--- config.mk ---
export PLATFORM = sky130hd
export DESIGN_NAME = morra_match_engine
export DESIGN_NICKNAME = d
export VERILOG_FILES = /design/src/rtl/morra_pkg.sv /design/src/rtl/morra_round_judge.sv /design/src/rtl/morra_match_engine.sv
export SDC_FILE = /design/constraint.sdc
export NUM_CORES = 1
export LEC_CHECK = 0
export ABC_CLOCK_PERIOD_IN_PS = 3100
export CAP_MARGIN = 20
export CORE_MARGIN = 5
export CORE_UTILIZATION = 35
export CTS_CLUSTER_SIZE = 24
export DETAILED_ROUTE_END_ITERATION = 16
export SYNTH_ARGS = -nofsm -noshare
export SYNTH_HDL_FRONTEND = slang
export SYNTH_SLANG_ARGS = --single-unit
--- constraint.sdc ---
create_clock -name clk -period 3.1 [get_ports clk]
set_clock_uncertainty 0.2 [all_clocks]
set_input_delay 0.775 -clock clk [delete_from_list [all_inputs] [get_ports clk]]
set_output_delay 0.775 -clock clk [all_outputs]
set_load 0.005 [all_outputs]
--- src/rtl/morra_pkg.sv ---
// Shared types and helpers for the Morra match engine.
//   round_e : result of one judged round
//   game_e  : match outcome
//   state_e : match controller FSM states
//   beats() : cyclic dominance test between two legal moves
package morra_pkg;

    typedef enum logic [1:0] {
        ROUND_NULL = 2'b00,
        ROUND_P1   = 2'b01,
        ROUND_P2   = 2'b10,
        ROUND_TIE  = 2'b11
    } round_e;

    typedef enum logic [1:0] {
        GAME_NONE = 2'b00,
        GAME_P1   = 2'b01,
        GAME_P2   = 2'b10,
        GAME_DRAW = 2'b11
    } game_e;

    typedef enum logic [1:0] {
        ST_IDLE = 2'b00,
        ST_PLAY = 2'b01,
        ST_DONE = 2'b10
    } state_e;

    // a beats b when the forward cyclic distance a-b lands in the first half
    // of the move circle. Both moves are assumed legal (1..num_moves).
    function automatic logic beats(input int unsigned a, input int unsigned b,
                                   input int unsigned num_moves);
        int unsigned d;
        d = (a + num_moves - b) % num_moves;
        return (d >= 1) && (d <= (num_moves - 1) / 2);
    endfunction

endpackage

--- src/rtl/morra_round_judge.sv ---
// Combinational judge for a single Morra round.
//   a, b        : player 1 / player 2 moves (0 = no move)
//   mem_winner  : previous counted winner (round_e encoding, NULL = none)
//   mem_move    : that winner's winning move
//   round_out   : judged result, round_e encoding
module morra_round_judge
    import morra_pkg::*;
#(
    parameter int NUM_MOVES = 3,
    parameter int MOVE_W    = 2
) (
    input  logic [MOVE_W-1:0] a,
    input  logic [MOVE_W-1:0] b,
    input  logic [1:0]        mem_winner,
    input  logic [MOVE_W-1:0] mem_move,
    output logic [1:0]        round_out
);

    localparam logic [MOVE_W-1:0] MAX_MOVE = MOVE_W'(NUM_MOVES);

    logic illegal;
    logic repeat_hit;

    always_comb begin
        illegal    = (a == '0) || (b == '0) || (a > MAX_MOVE) || (b > MAX_MOVE);
        // Memory is NULL whenever the repeat rule is not in force.
        repeat_hit = ((mem_winner == ROUND_P1) && (a == mem_move)) ||
                     ((mem_winner == ROUND_P2) && (b == mem_move));
        round_out  = ROUND_NULL;
        if (illegal || repeat_hit)
            round_out = ROUND_NULL;
        else if (a == b)
            round_out = ROUND_TIE;
        else if (beats(32'(a), 32'(b), NUM_MOVES))
            round_out = ROUND_P1;
        else
            round_out = ROUND_P2;
    end

endmodule

--- src/rtl/morra_match_engine.sv ---
// Two-player Morra match controller.
// Optional feature macro: MORRA_NO_REPEAT_EN (previous winner may not replay
// their last winning move; without it no memory registers are built).
// Ports:
//   clk, rst            : clock, asynchronous active-high reset
//   start               : (re)start match; {p1,p2} then carry the round budget
//   p1, p2              : player moves
//   move_valid          : a round is offered this cycle
//   move_ready          : high in PLAY; round accepted on move_valid & move_ready
//   round_out/round_valid : registered round result and its 1-cycle strobe
//   game_out/game_done  : match result, done held high in DONE
module morra_match_engine
    import morra_pkg::*;
#(
    parameter int NUM_MOVES  = 3,
    parameter int MOVE_W     = 2,
    parameter int MIN_ROUNDS = 4,
    parameter int LEAD_WIN   = 2
) (
    input  logic              clk,
    input  logic              rst,
    input  logic              start,
    input  logic [MOVE_W-1:0] p1,
    input  logic [MOVE_W-1:0] p2,
    input  logic              move_valid,
    output logic              move_ready,
    output logic [1:0]        round_out,
    output logic              round_valid,
    output logic [1:0]        game_out,
    output logic              game_done
);

    localparam int CW = $clog2(MIN_ROUNDS + 2**(2*MOVE_W)) + 1;
    localparam logic        [CW-1:0] MIN_R    = CW'(MIN_ROUNDS);
    localparam logic signed [CW-1:0] LEAD_POS = CW'(LEAD_WIN);
    localparam logic signed [CW-1:0] LEAD_NEG = -LEAD_POS;

    state_e                  state_reg, state_next;
    logic [CW-1:0]           limit_reg, limit_next;
    logic [CW-1:0]           played_reg, played_next;
    logic signed [CW-1:0]    lead_reg, lead_next;
    logic [1:0]              round_out_reg, round_out_next;
    logic                    round_valid_reg, round_valid_next;
    logic [1:0]              game_out_reg, game_out_next;
    logic                    game_done_reg, game_done_next;

    logic [1:0]              mem_winner_reg;
    logic [MOVE_W-1:0]       mem_move_reg;

    logic                    accept;
    logic [1:0]              judged;
    logic                    counted;
    logic [CW-1:0]           played_new;
    logic signed [CW-1:0]    lead_new;
    logic                    end_hit;

    assign move_ready = (state_reg == ST_PLAY);
    // start has priority, so a coincident move is never taken.
    assign accept     = move_ready && move_valid && !start;

    morra_round_judge #(
        .NUM_MOVES (NUM_MOVES),
        .MOVE_W    (MOVE_W)
    ) u_judge (
        .a          (p1),
        .b          (p2),
        .mem_winner (mem_winner_reg),
        .mem_move   (mem_move_reg),
        .round_out  (judged)
    );

    always_comb begin
        counted    = (judged != ROUND_NULL);
        played_new = played_reg + CW'(1);
        lead_new   = lead_reg;
        if (judged == ROUND_P1)
            lead_new = lead_reg + CW'(1);
        else if (judged == ROUND_P2)
            lead_new = lead_reg - CW'(1);
        end_hit = ((played_new >= MIN_R) && ((lead_new >= LEAD_POS) || (lead_new <= LEAD_NEG)))
                  || (played_new == limit_reg);
    end

`ifdef MORRA_NO_REPEAT_EN
    logic [1:0]        mem_winner_next;
    logic [MOVE_W-1:0] mem_move_next;

    always_comb begin
        mem_winner_next = mem_winner_reg;
        mem_move_next   = mem_move_reg;
        if (start) begin
            mem_winner_next = ROUND_NULL;
            mem_move_next   = '0;
        end else if (accept) begin
            if (judged == ROUND_TIE) begin
                mem_winner_next = ROUND_NULL;
                mem_move_next   = '0;
            end else if (judged == ROUND_P1) begin
                mem_winner_next = ROUND_P1;
                mem_move_next   = p1;
            end else if (judged == ROUND_P2) begin
                mem_winner_next = ROUND_P2;
                mem_move_next   = p2;
            end
        end
    end

    always_ff @(posedge clk or posedge rst) begin
        if (rst) begin
            mem_winner_reg <= ROUND_NULL;
            mem_move_reg   <= '0;
        end else begin
            mem_winner_reg <= mem_winner_next;
            mem_move_reg   <= mem_move_next;
        end
    end
`else
    assign mem_winner_reg = ROUND_NULL;
    assign mem_move_reg   = '0;
`endif

    always_comb begin
        state_next       = state_reg;
        limit_next       = limit_reg;
        played_next      = played_reg;
        lead_next        = lead_reg;
        round_out_next   = round_out_reg;
        round_valid_next = 1'b0;
        game_out_next    = game_out_reg;
        game_done_next   = game_done_reg;
        if (start) begin
            state_next     = ST_PLAY;
            limit_next     = MIN_R + CW'({p1, p2});
            played_next    = '0;
            lead_next      = '0;
            round_out_next = ROUND_NULL;
            game_out_next  = GAME_NONE;
            game_done_next = 1'b0;
        end else if (accept) begin
            round_out_next   = judged;
            round_valid_next = 1'b1;
            if (counted) begin
                played_next = played_new;
                lead_next   = lead_new;
                if (end_hit) begin
                    if (lead_new > 0)
                        game_out_next = GAME_P1;
                    else if (lead_new < 0)
                        game_out_next = GAME_P2;
                    else
                        game_out_next = GAME_DRAW;
                    game_done_next = 1'b1;
                    state_next     = ST_DONE;
                end
            end
        end
    end

    always_ff @(posedge clk or posedge rst) begin
        if (rst) begin
            state_reg       <= ST_IDLE;
            limit_reg       <= '0;
            played_reg      <= '0;
            lead_reg        <= '0;
            round_out_reg   <= ROUND_NULL;
            round_valid_reg <= 1'b0;
            game_out_reg    <= GAME_NONE;
            game_done_reg   <= 1'b0;
        end else begin
            state_reg       <= state_next;
            limit_reg       <= limit_next;
            played_reg      <= played_next;
            lead_reg        <= lead_next;
            round_out_reg   <= round_out_next;
            round_valid_reg <= round_valid_next;
            game_out_reg    <= game_out_next;
            game_done_reg   <= game_done_next;
        end
    end

    assign round_out   = round_out_reg;
    assign round_valid = round_valid_reg;
    assign game_out    = game_out_reg;
    assign game_done   = game_done_reg;

endmodule

==> summary.md <==
| Metric | Value |
|---|---|
| Status | `complete, but fails checks` |
| Failing checks | `negative setup slack` |
| Setup violators final | `11` |
| Register area share after synthesis | `between 20% and 30%` |
| Initial antenna violation count | `0` |
| Gr ovfl total | `0` |
| CTS max path bufs | `2` |
| Worst skew pair latency | `between 200 and 300 ps` |
| Number of antenna diodes | `0` |
| Leakage | `approximately 0.0012 uW` |
| Synth-to-Final Area Change | `40.07%` |
| Max H-tree Level | `1` |
| Final worst slack | `-1406 ps` |
| HPWL Detailed | `between 3000 and 4000 um` |
| Routed WL | `about 5000 um` |
| Commonest non-fill, non-tap cell in the layout | `buf_4` |
| Syn Nets | `256` |
| Register share of total power | `about a quarter` |
| Cells after synthesis | `237` |
| Slew headroom | `between 50 and 60%` |
| Switching Power | `551.2 uW` |
| Critical path origin | `p1[0]` |
| DRT Pass-1 Iters | `4` |
| Slew @ Worst Pin | `around 630 ps` |
| Post-synth EDFFs | `0` |
| Hold_sp | `state_reg[0]` |
| RSZ-0062 raised after global routing | `yes` |
| Final Hold Viols | `0` |
| Die area | `7482 um^2` |
| RePlAce Congestion | `between 0.8 and 0.9` |
| Critical path capture point type | `flop` |
| CTS tree | `done` |
| Main synth FF type | `dfrtp_1` |
| Hold-fix buffer count after cts | `0` |
| P_int | `~960 uW` |
| Slew Limit Fails | `0` |
| Clock Power Share | `between 10% and 20%` |
| Ys async rst share | `100.0%` |
| Worst-path clk slew | `about 80 ps` |
| FP Rows | `27` |
| Most frequent cells in the layout | `buf_4 (38), dfrtp_1 (24), nor2_1 (21)` |
| Largest net degree at the start of global routing | `25` |
| CTS Buf Count | `3` |
| Worst vdd ir | `between 0.0002 and 0.0003 V` |
| Worst Setup Start Kind | `input port` |
| PwrDens | `~530 nW/um^2` |
| MaxCap Viol Count | `0` |
| Die width | `slightly below 90 um` |
| First-pass GRT wire length | `8638 um` |
| Nets | `about 300` |
| Worst Path Arrival | `between 4000 and 5000 ps` |
| Synth Cell Area | `around 2000 um^2` |
| CTS Root Cell | `clkbuf_8` |
| 1st-iter DRT viols | `140` |
| Syn. warnings | `0` |
| Gate power share | `between 50 and 60%` |
| Place WS | `-2366 ps` |
| Num ports | `15` |
| # clock sinks | `24` |
| Netlist cell types | `59` |
| Max frequency | `between 200 and 250 MHz` |
| Syn Area/Cell | `between 8 and 9 um^2` |
| DRC | `0` |
| Worst-path fanout max | `3` |
| Total GRT Usage | `between 10 and 15%` |
| Layout cells sized above 1 | `a little over a third` |
| DIE HEIGHT | `86.50 um` |
| Starting density of the core | `36.52%` |
| IO buf count | `14` |
| Critical Path RT | `around 3100 ps` |
| Sw frac | `36.54%` |
| Setup Crit Path Kind | `input port to flop` |
| Post-DR wirelength/cell | `between 10 and 15 um` |
| Tightest Hold Check Type | `flop to flop` |
| Final period util | `145.4%` |
| Final core occ | `51.16%` |
| Min cycle time layout | `approximately 4500 ps` |
| Placeable Area | `between 5000 and 6000 um^2` |
| Final antenna-violating net count | `0` |
| Vias | `between 1,500 and 2,000` |
| Routed vias/inst | `5.316` |
| FF+latch count, synth | `24` |
| Vias in the first global route | `1,816` |
| Worst r2r src | `played_reg[0]` |
stage by stage:
stage          instances  total power (uW)  instance area [um^2]  hold slack (ps)  setup TNS, ps
6_report             358              1509                  2869            307.3         -12170
5_1_grt              358              1606                  2869            341.8         -13760
4_1_cts              358              1479                  2811            310.4         -13260
3_5_place_dp         348              1069                  2589            289.3         -22910
3_3_place_gp         348              1062                  2589            290.4         -22140
2_1_floorplan        237             808.4                  2146            264.1         -13130
critical path, stage by stage:
cell      delay [ps]
buf_8            100
inv_4             50
ha_4             200
fa_2             400
ha_4             230
nor2_4           110
ha_4             150
nand2b_4         140
nor2_4            30
a211oi_2         200
ha_2             320
a221oi_4         340
o211ai_4         130
or4_4            440
a21o_1           220
a22o_1           230
o21a_1           190
a221oi_2         230
cell usage after synthesis (5+ instances only):
library cell	instances	share of area, %
nor2_1	24	4.4
xor2_1	6	2.6
clkbuf_1	9	1.6
and3_1	6	1.8
a21oi_1	15	3.7
o21ai_0	8	2.0
dfrtp_1	24	29
nand3_1	5	1.2
inv_1	14	2.6
xnor2_1	9	3.8
nand4_1	6	1.8
nand2_1	17	3.1
nor3_1	8	2.0
ha_1	10	6.1
repair_timing:
item / 4_1_cts / 5_1_grt
pin swaps: 22 / 23
endpoints found under the setup margin: 11 / 11
gates resized for setup: 40 / 18
setup buffers: 6 / 5
cell type report:
cell class / instances / area (um^2)
repair buffers: 59 / 508.0
fillers: 531 / 2739
inverters: 14 / 67.56
well taps: 72 / 90.09
clock inverters: 1 / 30.03
flip-flops and latches: 24 / 600.6
clock buffers: 3 / 41.29
multi-input cells: 185 / 1531
layer usage:
metal	part of all wire [%]	vias to the layer above	GRT usage, %
li1	-	956	-
met1	47	898	19.73
met2	49	47	23.09
met3	3.6	2	2.281
met4	0.51	0	2.691
met5	0	-	0
power groups by stage:
stage / sequential (uW) / clock, uW / combinational (uW)
2_1_floorplan: 357 / 0 / 452
3_3_place_gp: 373 / 0 / 688
3_5_place_dp: 374 / 0 / 695
4_1_cts: 368 / 288 / 823
5_1_grt: 373 / 299 / 934
6_report: 368 / 279 / 861
worst paths after layout:
kind,to,slack (ps),depth (start not counted)
min reg2reg,state_reg[0],310,1
min in group asynchronous,round_out[0],640,3
min,state_reg[0],310,1
max,game_out[0],-1410,18
max reg2reg,game_out[1],300,9
max in group asynchronous,lead_reg[0],1820,3
cells by family (layout without fill, tap and decap cells):
logic type / after synthesis / count (layout) / share of synthesized area [%]
flops: 24 / 24 / 29.32
mux: 8 / 8 / 4.154
xor+xnor: 16 / 16 / 7.209
buf+inv: 28 / 77 / 6.108
compound gates: 60 / 60 / 23.03
fa+ha+maj: 11 / 11 / 7.086
simple gates: 90 / 90 / 23.09
(Power assumes the default switching activity.)
